$ cat config.mk
export PLATFORM = sky130hd
export DESIGN_NAME = tiger_round
export DESIGN_NICKNAME = d
export VERILOG_FILES = /design/src/rtl/tiger_pkg.sv /design/src/rtl/tiger_mul_const.sv /design/src/rtl/tiger_sbox.sv /design/src/rtl/tiger.sv
export SDC_FILE = /design/constraint.sdc
export NUM_CORES = 2
export LEC_CHECK = 0
export BUFFER_PORTS_ARGS = -buffer_cell sky130_fd_sc_hd__buf_2
export CELL_PAD_IN_SITES_DETAIL_PLACEMENT = 1
export CELL_PAD_IN_SITES_GLOBAL_PLACEMENT = 1
export CORE_MARGIN = 4
export CORE_UTILIZATION = 40
export CTS_CLUSTER_SIZE = 8
export DETAILED_ROUTE_END_ITERATION = 10
export HOLD_SLACK_MARGIN = 0.03
export PLACE_DENSITY_LB_ADDON = 0.1
export SKIP_LAST_GASP = 1
export SLEW_MARGIN = 20
export SYNTH_ARGS = -nofsm -noshare
export SYNTH_HDL_FRONTEND = slang
export SYNTH_HIERARCHICAL = 1
export SYNTH_SLANG_ARGS = --single-unit
$ cat constraint.sdc
create_clock -name i_clk -period 48.1 [get_ports i_clk]
set_clock_uncertainty 0.1 [all_clocks]
set_input_delay 7.215 -clock i_clk [delete_from_list [all_inputs] [get_ports i_clk]]
set_output_delay 7.215 -clock i_clk [all_outputs]
set_load 0.02 [all_outputs]
$ cat src/rtl/tiger_pkg.sv
// rtl/tiger_pkg.sv - shared Tiger round types, encodings and S-box contents
package tiger_pkg;

    localparam int W = 64;

    typedef enum logic [2:0] {
        S_IDLE,
        S_EVEN,
        S_ODD,
        S_SUM,
        S_MUL
    } state_t;

    // Select code 3 is reserved and falls through to x9.
    localparam logic [1:0] MUL_X5 = 2'd0;
    localparam logic [1:0] MUL_X7 = 2'd1;
    localparam logic [1:0] MUL_X9 = 2'd2;

    // S-box word for table t (0..3 = T1..T4): a seeded rotate/xor/add mix of the replicated address.
    function automatic logic [W-1:0] sbox_word(input logic [1:0] t, input logic [7:0] a);
        logic [W-1:0] seed;
        logic [W-1:0] s;
        case (t)
            2'd0:    seed = 64'h243F_6A88_85A3_08D3;
            2'd1:    seed = 64'h1319_8A2E_0370_7344;
            2'd2:    seed = 64'hA409_3822_299F_31D0;
            default: seed = 64'h082E_FA98_EC4E_6C89;
        endcase
        s = {8{a}} ^ seed;
        s = s ^ {s[50:0], s[63:51]};
        s = s + {s[36:0], s[63:37]};
        s = s ^ (s >> 31);
        return s;
    endfunction

endpackage

$ cat src/rtl/tiger_mul_const.sv
// rtl/tiger_mul_const.sv - shift-add multiply by 5, 7 or 9 modulo 2^64
module tiger_mul_const
    import tiger_pkg::*;
(
    input  logic [W-1:0] b,
    input  logic [1:0]   sel,
    output logic [W-1:0] product
);

    always_comb begin
        case (sel)
            MUL_X5:  product = (b << 2) + b;
            MUL_X7:  product = (b << 3) - b;
            MUL_X9:  product = (b << 3) + b;
            default: product = (b << 3) + b;
        endcase
    end

endmodule

$ cat src/rtl/tiger_sbox.sv
// rtl/tiger_sbox.sv - synchronous 1-cycle-latency 256x64 S-box ROM
module tiger_sbox
    import tiger_pkg::*;
#(
    parameter logic [1:0] TABLE = 2'd0
) (
    input  logic         clk,
    input  logic [7:0]   addr,
    output logic [W-1:0] data
);

    always_ff @(posedge clk) begin
        data <= sbox_word(TABLE, addr);
    end

endmodule

$ cat src/rtl/tiger.sv
// rtl/tiger.sv - one Tiger round: two ROM phases, add/sub, constant multiply
module tiger_round
    import tiger_pkg::*;
(
    input  logic         i_clk,
    input  logic         i_rst,
    input  logic         i_start,
    input  logic [W-1:0] i_a,
    input  logic [W-1:0] i_b,
    input  logic [W-1:0] i_c,
    input  logic [W-1:0] i_x,
    input  logic [1:0]   i_mul,
    output logic [W-1:0] o_a,
    output logic [W-1:0] o_b,
    output logic [W-1:0] o_c,
    output logic         o_valid,
    output logic         o_busy
);

    state_t       state, state_nx;
    logic         accept;
    logic [W-1:0] a_r, b_r, c_r, even_xor, a_new, b_sum, mul_out;
    logic [1:0]   mul_r;
    logic [7:0]   addr1, addr2, addr3, addr4;
    logic [W-1:0] q1, q2, q3, q4;

    // EVEN looks up the even bytes of c'; every other state presents the odd set.
    always_comb begin
        if (state == S_EVEN) begin
            addr1 = c_r[7:0];
            addr2 = c_r[23:16];
            addr3 = c_r[39:32];
            addr4 = c_r[55:48];
        end else begin
            addr1 = c_r[63:56];
            addr2 = c_r[47:40];
            addr3 = c_r[31:24];
            addr4 = c_r[15:8];
        end
    end

    tiger_sbox #(.TABLE(2'd0)) u_t1 (.clk(i_clk), .addr(addr1), .data(q1));
    tiger_sbox #(.TABLE(2'd1)) u_t2 (.clk(i_clk), .addr(addr2), .data(q2));
    tiger_sbox #(.TABLE(2'd2)) u_t3 (.clk(i_clk), .addr(addr3), .data(q3));
    tiger_sbox #(.TABLE(2'd3)) u_t4 (.clk(i_clk), .addr(addr4), .data(q4));

    tiger_mul_const u_mul (.b(b_sum), .sel(mul_r), .product(mul_out));

    always_ff @(posedge i_clk or posedge i_rst) begin
        if (i_rst) state <= S_IDLE;
        else       state <= state_nx;
    end

    // The completing MUL edge also samples i_start so a held start sustains one round per 4 cycles.
    always_comb begin
        state_nx = state;
        accept   = 1'b0;
        case (state)
            S_IDLE: if (i_start) begin
                accept   = 1'b1;
                state_nx = S_EVEN;
            end
            S_EVEN: state_nx = S_ODD;
            S_ODD:  state_nx = S_SUM;
            S_SUM:  state_nx = S_MUL;
            S_MUL: begin
                accept   = i_start;
                state_nx = i_start ? S_EVEN : S_IDLE;
            end
            default: state_nx = S_IDLE;
        endcase
    end

    always_ff @(posedge i_clk or posedge i_rst) begin
        if (i_rst) begin
            a_r      <= '0;
            b_r      <= '0;
            c_r      <= '0;
            mul_r    <= '0;
            even_xor <= '0;
            a_new    <= '0;
            b_sum    <= '0;
            o_a      <= '0;
            o_b      <= '0;
            o_c      <= '0;
            o_valid  <= 1'b0;
        end else begin
            o_valid <= 1'b0;
            if (state == S_ODD) even_xor <= q1 ^ q2 ^ q3 ^ q4;
            if (state == S_SUM) begin
                a_new <= a_r - even_xor;
                b_sum <= b_r + (q4 ^ q3 ^ q2 ^ q1);
            end
            if (state == S_MUL) begin
                o_a     <= a_new;
                o_b     <= mul_out;
                o_c     <= c_r;
                o_valid <= 1'b1;
            end
            if (accept) begin
                a_r   <= i_a;
                b_r   <= i_b;
                c_r   <= i_c ^ i_x;
                mul_r <= i_mul;
            end
        end
    end

    assign o_busy = (state != S_IDLE);

endmodule

==> flow_metrics.py <==
metrics = {
    "layout": {
        "layout.cell_area.non_filler_um2": 74400,
        "fillerInstances": 19782,
        "layout.area.seq_um2": 19700,
        "area_used_by_multi_input_combinational_logic_um2": 44400,
        "num-nets-final": 8774,
        "area_growth_syn_to_layout_pct": 10.3,
        "fraction_of_final_layout_cells_with_drive_strength_greater_than_1": 0.157,
    },
    "synth": {
        "syn_warnings": 6,
        "synthMostInstantiatedCell": "sky130_fd_sc_hd__a21oi_1",
        "synth-edff-count": 0,
        "asyncSetResetFlopFracSynth": 0.695,
        "synthCells": 7925,
        "synthesis.area_um2": 67500,
        "postSynthNetCount": 8571,
        "synth.distinct_cells": 153,
        "synthTopCellsByCount": "sky130_fd_sc_hd__a21oi_1 (703), sky130_fd_sc_hd__nand2_1 (665), sky130_fd_sc_hd__xnor2_1 (642)",
        "synth-main-ff-cell": "sky130_fd_sc_hd__dfrtp_1",
        "synth.ff_latch_count": 838,
        "syn_area_per_cell_um2": 8.51,
        "synth_area_leader_cell": "sky130_fd_sc_hd__dfrtp_1",
        "synth_top_area_share": 0.216,
        "synth.area.top_cells": "sky130_fd_sc_hd__dfrtp_1 (22%), sky130_fd_sc_hd__xnor2_1 (8.3%), sky130_fd_sc_hd__dfxtp_1 (7.6%), sky130_fd_sc_hd__ha_1 (7.1%), sky130_fd_sc_hd__mux2_2 (6.0%)",
        "ys_seq_area_frac": 0.292,
    },
    "global_route": {
        "grt_overflow": 0,
        "number_of_antenna_violations_at_the_first_check_in_global_routing": 16,
        "global_route.usage.met1": 0.422,
        "first_global_vias": 64517,
        "globalRouteTotalUtil": 0.328,
        "grt_max_degree": 103,
        "grt_first_pass_wirelength_um": 433000,
        "grt-busiest-layer": "met2",
        "grt_use_met2": 0.550,
        "met3_usage": 0.0427,
    },
    "critical_path": {
        "critical_path_arrival_ns": 10.85,
        "ws_path_type": "input port to asynchronous set/reset pin",
        "cpMaxStageDelayCell": "sky130_fd_sc_hd__buf_4",
        "setup.worst_path.start_class": "input port",
        "largest_driver_fanout_on_the_critical_path": 87,
        "crit_chain": "buf_2 -> inv_8 -> buf_4 -> buf_4 -> buf_4 -> buf_6",
        "critical-path-top-cell-by-count": "sky130_fd_sc_hd__buf_4",
        "timing.critical_path.to_type": "asynchronous set/reset pin",
        "crit_required_ns": 48.80,
        "critPathMaxStageDelay_ns": 0.83,
    },
    "timing": {
        "actual_transition_at_the_worst_max_transition_pin_ns": 1.26,
        "final_hold_slack_ns": 0.375,
        "max_freq_ghz": 0.0986,
        "rsz0062_at_grt": "false",
        "setup-tns-final_ns": 0,
        "post-route-min-period_ns": 10.14,
        "final_number_of_hold_violating_endpoints": 0,
        "slew_headroom": 0.153,
        "slew_viol_final": 0,
        "report.final.setup_viol": 0,
        "post-route-period-util": 0.211,
    },
    "clocking": {
        "cts_tree": "yes",
        "clockRootBuffer": "sky130_fd_sc_hd__clkbuf_16",
        "post_cts.repair.setup_buffers": 0,
        "clock_sinks": 838,
        "cts_buffer_depth": 3,
        "numCtsBuffers": 118,
        "cts.reportedPaths.clkPinSlew_ns": 0.05,
        "postCtsResizedCells": 0,
        "clock_insertion_delay_worst_skew_ns": 0.77,
        "post_cts_hold_buffer_count": 0,
        "h-tree-depth": 3,
    },
    "placement": {
        "detailedPlacementHpwl_um": 237000,
        "finalWeightedCongestion": 0.977,
        "port_buffers": 454,
        "post_dp_cell_area_um2": 71100,
    },
    "detailed_routing": {
        "route.detailed.drc": 0,
        "detail_route.vias_per_cell": 6.10,
        "detailedRoute.firstIterationViolations": 5138,
        "wirelength_um": 298000,
        "drtPass1Iterations": 8,
        "wire_per_inst_um": 28.7,
        "vias_after_detailed_routing": 63319,
        "drt.antenna.violating_nets": 0,
    },
    "floorplanning": {
        "floorplan.initialDensity": 0.403,
        "floorplan.die.width_um": 419,
        "floorplan.die.height_um": 419,
        "ios": 455,
        "num_rows": 150,
        "floorplan.core_area_um2": 167000,
        "floorplan.die_area_um2": 175000,
    },
    "job": {
        "maxCapViolCount": 0,
    },
    "worst_hold_path": {
        "worst_hold_path_type": "flop to flop",
    },
    "run_status": {
        "status": "finished, final reports clean",
    },
}
-- path summary, 6_finish.rpt --
| kind | start | end | slack, ns | cells after the start |
|---|---|---|---|---|
| max in group i_clk | i_start | c_r[21] | 38.81 | 6 |
| worst min-delay path | a_new[11] | a_new[11] | 0.37 | 2 |
| worst min register to register | a_new[11] | a_new[11] | 0.37 | 2 |
| worst max-delay path | i_rst | o_a[27] | 37.96 | 6 |
| worst max register to register | state[1] | u_t3/data[3] | 41.57 | 15 |
| min in group asynchronous | i_rst | b_r[28] | 6.43 | 2 |
-- metal layers --
metal / vias up / part of all wire / wire length [µm]
met5: - / 0.000040 / 12
met4: 2 / 0.048 / 14400
met3: 523 / 0.054 / 16200
met2: 2113 / 0.47 / 141000
met1: 31693 / 0.42 / 126000
li1: 28988 / - / -
-- layout make-up --
cell class                      instances  share of cell area
Tap cell                             2204              0.0371
Timing Repair Buffer                  554              0.0407
Inverter                              343              0.0174
Clock inverter                         12             0.00220
Multi-Input combinational cell       6273               0.596
Sequential cell                       838               0.265
Antenna cell                            9            0.000303
Clock buffer                          148              0.0415
-- worst max-delay path: cells and delay by family --
family / cells / cell delay (ns)
buffers and inverters: 6 / 3.33
-- flip-flops by register name (all words and copies together) (netlist names) --
register   count
state          3
o_a           64
o_c           64
b_sum         64
b_r           64
o_valid        1
a_r           64
u_t1/data     64
u_t3/data     64
u_t2/data     64
u_t4/data     64
even_xor      64
a_new         64
mul_r          2
c_r           64
o_b           64
-- through the flow --
step                       util  std cells  worst slack (ns)
after floorplan               -       7925             24.50
after global placement    0.425      10212             36.84
after detailed placement  0.425      10212             36.71
after CTS                 0.444      10372             37.54
after global routing      0.444      10379             37.38
final                     0.444      10381             37.96
-- logic make-up after synthesis --
kind of cell / Yosys count / share of synthesized area
flops: 838 / 0.292
simple gates: 2122 / 0.155
mux: 395 / 0.0655
xor+xnor: 874 / 0.118
fa+ha+maj: 387 / 0.0722
buf+inv: 814 / 0.0533
compound gates: 2495 / 0.245
-- cells in the final DEF (no fill, tap or decap), types with 203 or more instances in the layout --
cell type | Yosys | layout
sky130_fd_sc_hd__a21oi_1 | 703 | 703
sky130_fd_sc_hd__buf_2 | 85 | 454
sky130_fd_sc_hd__dfrtp_1 | 582 | 581
sky130_fd_sc_hd__dfxtp_1 | 256 | 256
sky130_fd_sc_hd__ha_1 | 381 | 381
sky130_fd_sc_hd__inv_1 | 326 | 325
sky130_fd_sc_hd__mux2_2 | 361 | 361
sky130_fd_sc_hd__nand2_1 | 665 | 664
sky130_fd_sc_hd__nor2_1 | 500 | 499
sky130_fd_sc_hd__o21ai_0 | 530 | 529
sky130_fd_sc_hd__xnor2_1 | 642 | 631
sky130_fd_sc_hd__xor2_1 | 204 | 203
Power is not shown: default switching activity piles up to over one toggle a cycle in this logic, so the estimate is an artifact.
